File: src/rtl/pri_dec.sv
// Registered binary-to-one-hot decoder with a valid/ready handshake and a 2-entry skid buffer.
// Codes are decoded on acceptance, so both buffer entries hold ready-to-present vectors.
module pri_dec #(
   parameter int W     = 2,
   parameter int CNT_W = 8
) (
   input  logic                 clk,
   input  logic                 rst_n,
   input  logic                 in_valid,
   output logic                 in_ready,
   input  logic [W-1:0]         in_code,
   input  logic                 in_zero,
   output logic                 out_valid,
   input  logic                 out_ready,
   output logic [(1<<W)-1:0]    out_onehot,
   output logic                 out_zero,
   output logic [CNT_W-1:0]     out_cnt
);

   localparam int N = 1 << W;

   typedef enum logic [1:0] {EMPTY, ONE, FULL} state_t;

   state_t             state_p1;
   state_t             state_nx;
   logic [N-1:0]       m_vec_p1;
   logic               m_zero_p1;
   logic [N-1:0]       s_vec_p1;
   logic               s_zero_p1;
   logic               rdy_p1;
   logic [CNT_W-1:0]   cnt_p1;

   logic               acc;
   logic               dlv;
   logic               ld_m_in;
   logic               ld_m_skid;
   logic               ld_s;
   logic [N-1:0]       dec_vec;

   function automatic logic [N-1:0] decode(input logic [W-1:0] code, input logic zero);
      logic [N-1:0] v;
      v = '0;
      if (!zero)
         v[code] = 1'b1;
      return v;
   endfunction

   assign acc     = in_valid & rdy_p1;
   assign dlv     = out_valid & out_ready;
   assign dec_vec = decode(in_code, in_zero);

   // State register; in_ready is registered from the next state so it never sees out_ready combinationally
   always_ff @(posedge clk or negedge rst_n) begin
      if (!rst_n) begin
         state_p1 <= EMPTY;
         rdy_p1   <= 1'b1;
      end else begin
         state_p1 <= state_nx;
         rdy_p1   <= (state_nx != FULL);
      end
   end

   always_comb begin
      state_nx = state_p1;
      unique case (state_p1)
         EMPTY: if (acc) state_nx = ONE;
         ONE: begin
            if (acc && !dlv)
               state_nx = FULL;
            else if (!acc && dlv)
               state_nx = EMPTY;
         end
         FULL:    if (dlv) state_nx = ONE;
         default: state_nx = EMPTY;
      endcase
   end

   always_comb begin
      out_valid  = (state_p1 != EMPTY);
      in_ready   = rdy_p1;
      out_onehot = m_vec_p1;
      out_zero   = m_zero_p1;
      out_cnt    = cnt_p1;
      ld_m_in    = acc && ((state_p1 == EMPTY) || ((state_p1 == ONE) && out_ready));
      ld_s       = acc && (state_p1 == ONE) && !out_ready;
      ld_m_skid  = (state_p1 == FULL) && out_ready;
   end

   // Main and skid entries plus the delivery counter
   always_ff @(posedge clk or negedge rst_n) begin
      if (!rst_n) begin
         m_vec_p1  <= '0;
         m_zero_p1 <= 1'b0;
         s_vec_p1  <= '0;
         s_zero_p1 <= 1'b0;
         cnt_p1    <= '0;
      end else begin
         if (ld_m_in) begin
            m_vec_p1  <= dec_vec;
            m_zero_p1 <= in_zero;
         end else if (ld_m_skid) begin
            m_vec_p1  <= s_vec_p1;
            m_zero_p1 <= s_zero_p1;
         end
         if (ld_s) begin
            s_vec_p1  <= dec_vec;
            s_zero_p1 <= in_zero;
         end
         if (dlv)
            cnt_p1 <= cnt_p1 + CNT_W'(1);
      end
   end

endmodule

File: config.mk
export PLATFORM = sky130hd
export DESIGN_NAME = pri_dec
export DESIGN_NICKNAME = d
export VERILOG_FILES = /design/src/rtl/pri_dec.sv
export SDC_FILE = /design/constraint.sdc
export NUM_CORES = 1
export LEC_CHECK = 0
export ABC_CLOCK_PERIOD_IN_PS = 2600
export CAP_MARGIN = 15
export CORE_MARGIN = 1.5
export CORE_UTILIZATION = 52
export CTS_CLUSTER_SIZE = 40
export DETAILED_ROUTE_END_ITERATION = 10
export PLACE_DENSITY_LB_ADDON = 0.25
export REMOVE_ABC_BUFFERS = 1
export SLEW_MARGIN = 30
export SYNTH_ARGS = -nofsm -noshare
export SYNTH_HDL_FRONTEND = slang
export SYNTH_SLANG_ARGS = --single-unit
File: constraint.sdc
create_clock -name clk -period 2.6 [get_ports clk]
set_input_delay 0.52 -clock clk [delete_from_list [all_inputs] [get_ports clk]]
set_output_delay 0.52 -clock clk [all_outputs]
set_load 0.05 [all_outputs]
==> results of run 1 <==
## state kept, by name (all words and copies together), names as in the netlist
| register | cells |
|---|---|
| state_p1 | 2 |
| s_vec_p1 | 4 |
| in_ready | 1 |
| s_zero_p1 | 1 |
| out_onehot | 4 |
| out_zero | 1 |
| out_cnt | 8 |
## worst paths after layout
check / endpoint / depth (start not counted)
min in group asynchronous: out_onehot[0]$_DFFE_PN0P_ / 2
max in group asynchronous: in_ready$_DFF_PN1_ / 2
max: out_valid / 2
min: out_cnt[7]$_DFFE_PN0P_ / 1
max reg2reg: s_vec_p1[2]$_DFFE_PN0P_ / 3
min reg2reg: out_cnt[7]$_DFFE_PN0P_ / 1
## per-stage QoR
step | hold WS (ns) | setup slack [ns] | total power, mW | utilization
2_1_floorplan | 0.224 | 1.09 | 1.04 | -
3_3_place_gp | 0.457 | 0.608 | 1.26 | 0.690
3_5_place_dp | 0.461 | 0.589 | 1.28 | 0.690
4_1_cts | 0.480 | 0.268 | 1.44 | 0.705
5_1_grt | 0.510 | 0.212 | 1.51 | 0.705
6_report | 0.478 | 0.285 | 1.43 | 0.705
## layout make-up
cell class / count / area (sq um) / area share
clock buffer: 4 / 26.3 / 0.0213
tap: 25 / 31.3 / 0.0254
multi-input combinational: 57 / 425 / 0.346
sequential: 21 / 527 / 0.428
timing repair buffer: 22 / 218 / 0.177
inverter: 1 / 3.75 / 0.00305
## routing by layer
metal | GRT usage | wire length [um]
met4 | 0.120 | 41
met5 | 0 | 0
met3 | 0.0275 | 78
met2 | 0.325 | 863
met1 | 0.254 | 850
## cell families (layout without fill, tap and decap cells)
logic type | count (synthesis) | after routing
adder cells (fa/ha/maj) | 1 | 1
flip-flops | 21 | 21
AO/OA/AOI/OAI | 12 | 12
buffers and inverters | 2 | 27
multiplexers | 6 | 6
AND/OR/NAND/NOR | 31 | 31
XOR/XNOR | 7 | 7
## placed cells by master (no fill, tap or decap), types with 3 or more instances in the layout
master           count
dfrtp_1             20
xor2_1               4
a221o_1              4
xnor2_1              3
nand2_1              7
and3b_1              3
nor2_1               3
clkbuf_4             3
clkdlybuf4s50_1     21
mux2_2               5
## power by group
part	leakage (nW)	switching, mW	total (mW)	internal, mW
clock	0.0150	0.0960	0.156	0.0598
combinational	0.267	0.442	0.717	0.275
sequential	0.271	0.110	0.555	0.445
==> out/results.txt, run 1 <==
The sequential share of the synthesized area is 0.545. The critical path goes through or2_2 > clkdlybuf4s50_1. The post-synthesis share of cell area spent on and, or, nand and nor gates was 0.191; the post-synthesis mux area share was 0.0699. After legalization and detailed placement, the total HPWL measured 1370 um. Setup repair after global routing left no endpoint under its margin. No sink is reached through more buffers than the 2 on the longest clock path. The worst path arrival time came out at 1.79 ns. The slowest stage cell on the critical path is clkdlybuf4s50_1. After global routing the overflow that remains totals 0.

The logs give 3 for the number of iterations in the first detailed-routing pass and 0 for the number of antenna violations at the first check in global routing. The site row count is 15. The congestion estimate from routability-driven global placement came to 0.821.

For this run, the post-layout net count is 114. The netlist uses 34 different library cells. In this run the remaining antenna-violating nets after routing total 0.

The number of enable flip-flop cells after synthesis was 0. Share of final-layout standard cells stronger than drive strength 1: 0.143. For the total global-route track usage, the log shows 0.201. In this run, placement finished with an instance count of 126. The tools report the later-pin clock latency in the skew report as 0.30 ns. The largest area contributor in the netlist is dfrtp_1. The die covers 2130 sq um. Clock-pin slew was measured on the worst setup and hold paths at 0.11 ns. Combinational family with the most area after synthesis: simple AND/OR/NAND/NOR gates. The worst max-slew margin expressed relative to the limit was 0.665; the count of endpoints failing setup in the final report was 0. The routed layout has 704 vias. The logs give 432 MHz for the maximum operating frequency and 1230 sq um for the final instance area. 0 antenna diodes ended up in the layout.

The count of H-tree levels built during CTS is 1, and the die span in x is 46.1 um. The startpoint identified for the worst hold timing path is out_cnt[7]$_DFFE_PN0P_. The number of buffers inserted to repair setup after CTS is 0. For this run, design rule violations remaining after detail routing come to 0. The cell count after synthesis came out at 80.

The critical path launch point was state_p1[1]$_DFF_PN0_. The die is 46.1 um tall. The tools report the number of buffers created by CTS as 3. The tools report the total negative slack as 0 ns. Counting instances in the post-synthesis netlist gives the leading cell types as dfrtp_1 (20), nand2_1 (7), mux2_2 (5). The slew at the pin with the worst max-slew slack was 0.501 ns; the power density of the placed cells was 1160 nW/um^2. Critical path's top delay family: buffers and inverters.

Between clock sinks in the finished design, the worst skew comes to 0.00349 ns. For the global-route wire length before repair, the log shows 2940 um. The clock root buffer is clkbuf_4. By startpoint and endpoint, the worst setup path is classified as flip-flop to output pin. The run finished with clean final reports.

In this run, synthesis produced a sequential element count of 21. In this run the tool buffered the top-level ports with 21 buffer cells. Final clock period utilization by the worst path: 0.890. The area growth from synthesis to layout is 27.3%. The average wire per standard cell was 14.1 um.

By instance count, the leading cell after synthesis is dfrtp_1. The area fraction in compound gates after synthesis works out to 0.102. After synthesis, the cell types taking the most area are dfrtp_1 (52%), mux2_2 (5.8%), a221o_1 (4.1%). The total area inside the core boundary comes to 1750 sq um. The total count of hold-check failures in the final report is 0. The share of synthesized cell area in full adder, half adder and majority cells is 0.0129. The worst reg2reg path startpoint is state_p1[1]$_DFF_PN0_. TritonCTS built the clock tree. The final critical delay including setup and external delays is 2.31 ns.

After synthesis the cells add up to 967 sq um. Once the clock tree was built, the resizer swapped 0 gates to a different size. The tools report the effective utilization at floorplan as 0.554.

After detailed routing, the total wire length is 1830 um. Number of sinks driven by the clock tree: 21. The proportion of register bits with asynchronous set or reset after synthesis was 1.00. The post-synthesis area per instance came out at 12.1 sq um. The number of global-route vias before repair came out at 673. After detailed routing, the number of vias per cell comes to 5.42. After detailed placement, the total cell area comes to 1200 sq um. The area share of xor/xnor cells in the synthesized design is 0.0634.

22 I/O pins were placed. Across the VDD grid, the largest voltage drop is 0.913 mV. The finished layout holds 130 standard cells, fillers aside. The number of buffers and inverters on the critical path was 1; the leakage power was 0.553 nW.

Proportion of netlist area held by the largest area contributor: 0.517. The path type of the worst min-delay path was flip-flop to flip-flop. After filler insertion, the fill cell instance count of the layout stands at 142.

For the number of synthesis warnings, the log shows 0. STA classifies the critical path startpoint as a flip-flop. Across the run, the number of max-cap violations was 0.

Buffers inserted to repair hold after CTS numbered 0. In this run, the number of DRC markers left after iteration 0 of detailed routing was 10. The register-to-register path setup slack was 1.20 ns; the number of pins exceeding their max-slew limit in the final report was 0.

The maximum fanout along the worst path came out at 9. Largest incremental delay on the critical path: 0.70 ns. Data required time at the worst endpoint: 2.08 ns. Most common flop cell mapped by yosys: dfrtp_1. Sort of element at the end of the critical path: an output pin. The largest net degree at the start of global routing was 22.
No activity file was read; power rests on OpenSTA's default activity.
==> inputs of run 2 (changes only) <==
- CTS_CLUSTER_DIAMETER: unset -> 200
- GPL_ROUTABILITY_DRIVEN: unset -> 0
- REMOVE_ABC_BUFFERS: 1 -> unset
==> out/results.txt, run 2 (synthesis gave the netlist of run 1 again) <==
The data required time at the worst endpoint was 2.08 ns (about the same); the power density of the placed cells was 1160 nW/um^2 (about the same). The max-cap check violation count was 0 (unchanged); the number of nets produced by synthesis was 88. TritonCTS built the clock tree. Setup repair after global routing left no endpoint under its margin. The power dissipated by switching net loads is 649 uW (was 648 uW). The total I/O pin count came out at 22 (unchanged). The number of antenna violations at the first check in global routing came out at 0 (unchanged).

The number of buffers inserted to repair setup after CTS is 0 (unchanged), and the number of antenna cells inserted is 0 (unchanged). The worst max-slew margin expressed relative to the limit is 0.641 (was 0.665), and the number of pins exceeding their max-slew limit in the final report is 0 (unchanged). The run gives 0.290 ns (was 0.285 ns) as the setup slack of the critical path after layout.

The placement-stage worst setup slack is 0.578 ns (was 0.589 ns), and the die span in x is 46.1 um (unchanged). The logs give 777 uW (was 779 uW) for the cell-internal power and 0.00245 ns (was 0.00349 ns) for the clock skew after layout. The run finished with clean final reports. The post-CTS clock slew at the launch and capture registers of the worst setup and hold paths works out to 0.11 ns (about the same). Y dimension of the die: 46.1 um (unchanged). The run gives 0.504 (was 0.502) as the combinational cell fraction of total power. The tools report the number of global-route vias before repair as 722 (was 673). The clock root buffer was clkbuf_4 (unchanged). The total negative slack is 0 ns (unchanged). The HPWL reported at the end of detailed placement is 1390 um (was 1370 um), and the total count of hold-check failures in the final report is 0 (unchanged).

The core box area is 1750 sq um (unchanged), and the switching power share of the total is 0.455 (was 0.454). The path type of the worst min-delay path was flip-flop to flip-flop (unchanged). The global-route wire length before repair was 2970 um (was 2940 um); the total global-route track usage was 0.198 (was 0.201). The number of flip-flops under the largest register name is 8 (unchanged).

The run gives 1 (unchanged) as the count of H-tree levels built during CTS. The effective utilization at floorplan is 0.554 (unchanged), and the final clock period utilization by the worst path is 0.888 (was 0.890). The area added between synthesis and finish works out to 27.3% (unchanged). For the overall via count from detail_route, the log shows 706 (was 704).

The tools report the clock network fraction of total power as 0.109 (about the same). Maximum fanout along the worst path: 9 (unchanged). The sort of element at the end of the critical path was an output pin (unchanged).

The category of the worst setup path launch point was a flip-flop (unchanged). The cell count of the worst reg-to-reg path came out at 3 (unchanged). The sequential fraction of design power came out at 0.388 (was 0.389). The run gives 2 (unchanged) as the buffer levels on the longest clock path. The slew at the pin with the worst max-slew slack works out to 0.536 ns (was 0.501 ns). The logs give 22 (unchanged) for the largest net degree at the start of global routing and 114 (unchanged) for the number of nets at the end of the flow. The run gives 3 (unchanged) as the number of buffers created by CTS. The floorplan die area is 2130 sq um (unchanged), and the average wire per standard cell is 14.5 um (was 14.1 um). The most frequent standard cell in the layout excluding fill and tap cells is clkdlybuf4s50_1 (unchanged).

The remaining antenna violation count was 0 (unchanged); the later-pin clock latency in the skew report was 0.30 ns (about the same). The share of final-layout standard cells stronger than drive strength 1 was 0.143 (unchanged); the leakage power was 0.553 nW (unchanged). The total global routing overflow was 0 (unchanged).

Most frequent cells in the layout: clkdlybuf4s50_1 (21), dfrtp_1 (20), nand2_1 (7) (unchanged). The total of buffers placed on input and output ports came out at 21 (unchanged). The logs give 21 (unchanged) for the number of sinks driven by the clock tree and 0.667 mV (was 0.913 mV) for the maximum ir drop on the vdd rail. The run gives 1.79 ns (about the same) as the worst path arrival time. The type of the setup path with the least slack is flip-flop to output pin (unchanged). For the count of endpoints failing setup in the final report, the log shows 0 (unchanged).

The run gives 0 (unchanged) as the number of hold-repair buffers added at the cts stage. The maximum operating frequency is 433 MHz (was 432 MHz), and the number of iterations in the first detailed-routing pass is 4 (was 3). The total detailed-routing wirelength is 1880 um (was 1830 um), and the violation count after the first detailed-route iteration is 10 (unchanged). The final critical delay including setup and external delays was 2.31 ns (about the same).

The tools report the site row count as 15 (unchanged). For the overall power of the completed layout, the log shows 1.43 mW (about the same). The cell depth of the worst min-delay path came out at 1 (unchanged). The number of instances resized during post-cts repair is 0 (unchanged). Detail-routed via count per cell: 5.43 (was 5.42). The tools report the number of remaining DRC errors as 0 (unchanged).
==> run 2: cell counts in the layout (fill, tap and decap cells not counted) <==
No cell type changed its count.
==> run 2: area by class of cell <==
type | instances | area [sq um]
Inverter | 1 | 3.75
Timing Repair Buffer | 22 | 218
Multi-Input combinational cell | 57 | 425
Tap cell | 25 | 31.3
Clock buffer | 4 | 26.3
Fill cell | 151 | 514
Sequential cell | 21 | 527
==> run 2: power groups by stage <==
stage / sequential [mW] / combinational, mW / clock, mW
detailed placement: 0.558 / 0.720 / 0
floorplan: 0.786 / 0.254 / 0
finish: 0.553 / 0.718 / 0.155
global route: 0.569 / 0.760 / 0.170
CTS: 0.551 / 0.724 / 0.162
global placement: 0.552 / 0.707 / 0
==> run 2: final timing paths <==
kind / from / endpoint / slack, ns
max: state_p1[1]$_DFF_PN0_ / out_valid / 0.29
min in group asynchronous: rst_n / out_cnt[7]$_DFFE_PN0P_ / 0.55
min reg2reg: out_cnt[7]$_DFFE_PN0P_ / out_cnt[7]$_DFFE_PN0P_ / 0.48
min: out_cnt[7]$_DFFE_PN0P_ / out_cnt[7]$_DFFE_PN0P_ / 0.48
max in group asynchronous: rst_n / in_ready$_DFF_PN1_ / 1.77
max reg2reg: state_p1[1]$_DFF_PN0_ / s_vec_p1[3]$_DFFE_PN0P_ / 1.19
==> run 2: per-layer routing <==
| metal | global-route usage | vias to the layer above | share of wire |
|---|---|---|---|
| li1 | - | 337 | - |
| met1 | 0.256 | 344 | 0.45 |
| met2 | 0.322 | 21 | 0.49 |
| met3 | 0.0275 | 4 | 0.037 |
| met4 | 0.103 | 0 | 0.019 |
| met5 | 0 | - | 0 |
==> run 2: per-stage QoR <==
stage | area (sq um) | instances | utilization | hold slack, ns
after floorplan | 967 | 80 | - | 0.224
after global placement | 1200 | 126 | 0.690 | 0.457
after detailed placement | 1200 | 126 | 0.690 | 0.471
after CTS | 1230 | 130 | 0.705 | 0.487
after global routing | 1230 | 130 | 0.705 | 0.506
final | 1230 | 130 | 0.705 | 0.481
==> run 2: critical path, cell delays in order (launching register included) <==
cell and delay (ns):
dfrtp_1 0.47, or2_2 0.32, clkdlybuf4s50_1 0.70
==> inputs of run 3 (changes only) <==
- ABC_AREA: unset -> 1
- CORE_MARGIN: 1.5 -> 5
- CORE_UTILIZATION: 52 -> 53
==> out/results.txt, run 3 <==
The run finished with clean final reports. The area fraction in compound gates after synthesis was 0.0157 (was 0.102). Register-to-register path setup slack: 1.36 ns (was 1.19 ns).

Setup repair after global routing left no endpoint under its margin. Y dimension of the die: 54.2 um (was 46.1 um). The final clock period utilization by the worst path was 0.867 (was 0.888); the buffer levels on the longest clock path was 2 (unchanged).

TritonCTS built the clock tree. The total global routing overflow came out at 0 (unchanged). The most common flop cell mapped by yosys is dfrtp_1 (unchanged). The violation count after the first detailed-route iteration was 25 (was 10).

The remaining antenna violation count came out at 0 (unchanged). The run gives 1 (unchanged) as the count of H-tree levels built during CTS. The clock root buffer is clkbuf_4 (unchanged). The cell count of the worst reg-to-reg path came out at 6 (was 3). The slew at the pin with the worst max-slew slack is 0.503 ns (was 0.536 ns).

The number of distinct library cells after synthesis is 19 (was 34), and the floorplan die area is 2940 sq um (was 2130 sq um). The number of global-route vias before repair is 863 (was 722), and the instance count of the mapped netlist is 129 (was 80). The run gives 0 ns (unchanged) as the total negative slack. For the number of nets produced by synthesis, the log shows 137 (was 88). The setup slack of the critical path after layout was 0.345 ns (was 0.290 ns). The tools report the total detailed-routing wirelength as 2100 um (was 1880 um). The number of register bits inferred by synthesis is 21 (unchanged). The number of synthesis warnings is 0 (unchanged), and the data required time at the worst endpoint is 2.08 ns (about the same). The area share of xor/xnor cells in the synthesized design was 0.0338 (was 0.0634). For the later-pin clock latency in the skew report, the log shows 0.30 ns (about the same). The number of buffers inserted to repair setup after CTS is 0 (unchanged), and the total count of hold-check failures in the final report is 0 (unchanged).

The number of instances resized during post-cts repair was 0 (unchanged); the share of synthesized cell area in full adder, half adder and majority cells was 0.0121 (was 0.0129). The count of endpoints failing setup in the final report is 0 (unchanged), and the total global-route track usage is 0.171 (was 0.198). The number of nets at the end of the flow was 164 (was 114). The maximum fanout along the worst path was 7 (was 9). Worst reg2reg path startpoint: in_ready$_DFF_PN1_ (was state_p1[1]$_DFF_PN0_). The core box area was 1900 sq um (was 1750 sq um). The end point of the most critical hold path was s_vec_p1[0]$_DFFE_PN0P_ (was out_cnt[7]$_DFFE_PN0P_). Area added between synthesis and finish: 26.9% (was 27.3%).

Post-synthesis share of cell area spent on and, or, nand and nor gates: 0.383 (was 0.191). The logs give 0.545 (was 0.554) for the effective utilization at floorplan and 0 (unchanged) for the number of remaining DRC errors. The number of flip-flops under the largest register name was 8 (unchanged). Main area contributors after synthesis: dfrtp_1 (48%), nand2_1 (20%), nand3_1 (6.8%) (was dfrtp_1 (52%), mux2_2 (5.8%), a221o_1 (4.1%)). The number of iterations in the first detailed-routing pass was 4 (unchanged); the clock skew after layout was 0.00450 ns (was 0.00245 ns). The slowest stage cell on the critical path was clkdlybuf4s50_1 (unchanged). Most frequent cells in the layout: nand2_1 (54), clkdlybuf4s50_1 (21), dfrtp_1 (20) (was clkdlybuf4s50_1 (21), dfrtp_1 (20), nand2_1 (7)).

The post-synthesis cell area is 1040 sq um (was 967 sq um), and the worst path arrival time is 1.73 ns (was 1.79 ns). For the number of pins exceeding their max-slew limit in the final report, the log shows 0 (unchanged). The category of the worst setup path launch point was a flip-flop (unchanged).

The path type of the worst min-delay path is flip-flop to flip-flop (unchanged). The maximum ir drop on the vdd rail came out at 0.525 mV (was 0.667 mV). The largest incremental delay on the critical path works out to 0.80 ns (was 0.70 ns). The combinational family with the most area after synthesis is simple AND/OR/NAND/NOR gates (unchanged). The tools report the largest net degree at the start of global routing as 22 (unchanged). The detail-routed via count per cell was 5.16 (was 5.43); the power density of the placed cells was 1090 nW/um^2 (was 1160 nW/um^2). The proportion of register bits with asynchronous set or reset after synthesis is 1.00 (unchanged), and the site row count is 16 (was 15). The run gives 1600 um (was 1390 um) as the HPWL reported at the end of detailed placement. The logs give 22 (unchanged) for the total I/O pin count and 0 (unchanged) for the number of hold-repair buffers added at the cts stage. The most frequent standard cell in the layout excluding fill and tap cells is nand2_1 (was clkdlybuf4s50_1). The number of enable flip-flop cells after synthesis came out at 0 (unchanged). For the global-route wire length before repair, the log shows 3620 um (was 2970 um). The total of buffers placed on input and output ports works out to 21 (unchanged). The final critical delay including setup and external delays works out to 2.25 ns (was 2.31 ns). The post-synthesis area per instance is 8.03 sq um (was 12.1 sq um), and the leakage power is 0.634 nW (was 0.553 nW).

The post-CTS clock slew at the launch and capture registers of the worst setup and hold paths is 0.12 ns (was 0.11 ns), and the number of buffers created by CTS is 3 (unchanged). For the overall via count from detail_route, the log shows 940 (was 706). The tools report the final core utilization as 0.691 (was 0.705).

The share of final-layout standard cells stronger than drive strength 1 came out at 0.103 (was 0.143). The tools report the sort of element at the end of the critical path as an output pin (unchanged). The proportion of netlist area held by the largest area contributor is 0.483 (was 0.517). The beginning of the worst hold path is s_vec_p1[0]$_DFFE_PN0P_ (was out_cnt[7]$_DFFE_PN0P_). The average wire per standard cell is 11.5 um (was 14.5 um).

The sequential share of the synthesized area came out at 0.508 (was 0.545). The max-cap check violation count is 0 (unchanged), and the worst max-slew margin expressed relative to the limit is 0.664 (was 0.641). The largest area contributor in the netlist was dfrtp_1 (unchanged).

Series of cell instances along the critical path: inv_2 > nand2_2 > clkdlybuf4s50_1 (was or2_2 > clkdlybuf4s50_1). The placement-stage worst setup slack was 0.687 ns (was 0.578 ns); the post-synthesis mux area share was 0 (was 0.0699). For the number of antenna cells inserted, the log shows 0 (unchanged). The tools report the end of the worst register-to-register path as s_zero_p1$_DFFE_PN0P_ (was s_vec_p1[3]$_DFFE_PN0P_). Number of antenna violations at the first check in global routing: 0 (unchanged). The type of the setup path with the least slack is flip-flop to output pin (unchanged). The cell depth of the worst min-delay path was 2 (was 1).

Top cells by count, synth: nand2_1 (54), dfrtp_1 (20), nand3_1 (14) (was dfrtp_1 (20), nand2_1 (7), mux2_2 (5)). The die span in x was 54.2 um (was 46.1 um); the maximum operating frequency was 443 MHz (was 433 MHz). For the number of sinks driven by the clock tree, the log shows 21 (unchanged). The most numerous cell in the Yosys netlist was nand2_1 (was dfrtp_1).
run 3: changes by cell type after synthesis, moves of 3 or more:
cell,delta
nand2_1,+47
nand3_1,+12
inv_1,+10
mux2_2,-5
a221o_1,-4
and3b_1,-3
run 3: worst max-delay path by stage:
| stage | startpoint | endpoint | slack [ns] | depth (start not counted) |
|---|---|---|---|---|
| finish | state_p1[1]$_DFF_PN0_ | out_valid | 0.35 | 3 |
| detailed placement | state_p1[1]$_DFF_PN0_ | out_valid | 0.69 | 3 |
| floorplan | out_cnt[0]$_DFFE_PN0P_ | out_cnt[4]$_DFFE_PN0P_ | 1.16 | 5 |
| global route | state_p1[1]$_DFF_PN0_ | out_valid | 0.28 | 3 |
| global placement | state_p1[1]$_DFF_PN0_ | out_valid | 0.73 | 3 |
| CTS | state_p1[1]$_DFF_PN0_ | out_valid | 0.34 | 3 |
run 3: metal layers:
metal  track usage  routed length, um  part of all wire
met5             0                  0                 0
met4        0.0705                 29             0.014
met3        0.0354                111             0.053
met2         0.251                971              0.46
met1         0.245                988              0.47
run 3: critical path, delay by kind of cell, from the launching register on:
family / cells / cell delay (ns)
buffers and inverters: 2 / 0.87
DFF: 1 / 0.49
and+or+nand+nor: 1 / 0.07
run 3: cells by family (layout without fill, tap and decap cells):
family / Yosys count / count (layout)
simple gates: 87 / 87
flops: 21 / 21
buf+inv: 13 / 39
fa+ha+maj: 1 / 1
compound gates: 3 / 3
xor+xnor: 4 / 4
run 3: layout make-up:
| cell class | instances | area [sq um] |
|---|---|---|
| Multi-Input combinational cell | 95 | 460 |
| Inverter | 13 | 48.8 |
| Sequential cell | 21 | 527 |
| Fill cell | 155 | 587 |
| Timing Repair Buffer | 22 | 218 |
| Clock inverter | 1 | 5.00 |
| Tap cell | 27 | 33.8 |
| Clock buffer | 3 | 22.5 |
run 3: report_power, final:
part | total, mW | internal (mW) | switching (mW)
registers | 0.549 | 0.438 | 0.111
clock network | 0.157 | 0.0574 | 0.100
logic | 0.722 | 0.237 | 0.485
run 3: per-stage QoR:
stage	hold slack [ns]	power [mW]	cells	cell area, sq um
after floorplan	0.224	1.04	129	1040
after global placement	0.466	1.26	178	1290
after detailed placement	0.466	1.28	178	1290
after CTS	0.498	1.44	182	1320
after global routing	0.519	1.52	182	1320
final	0.493	1.43	182	1320
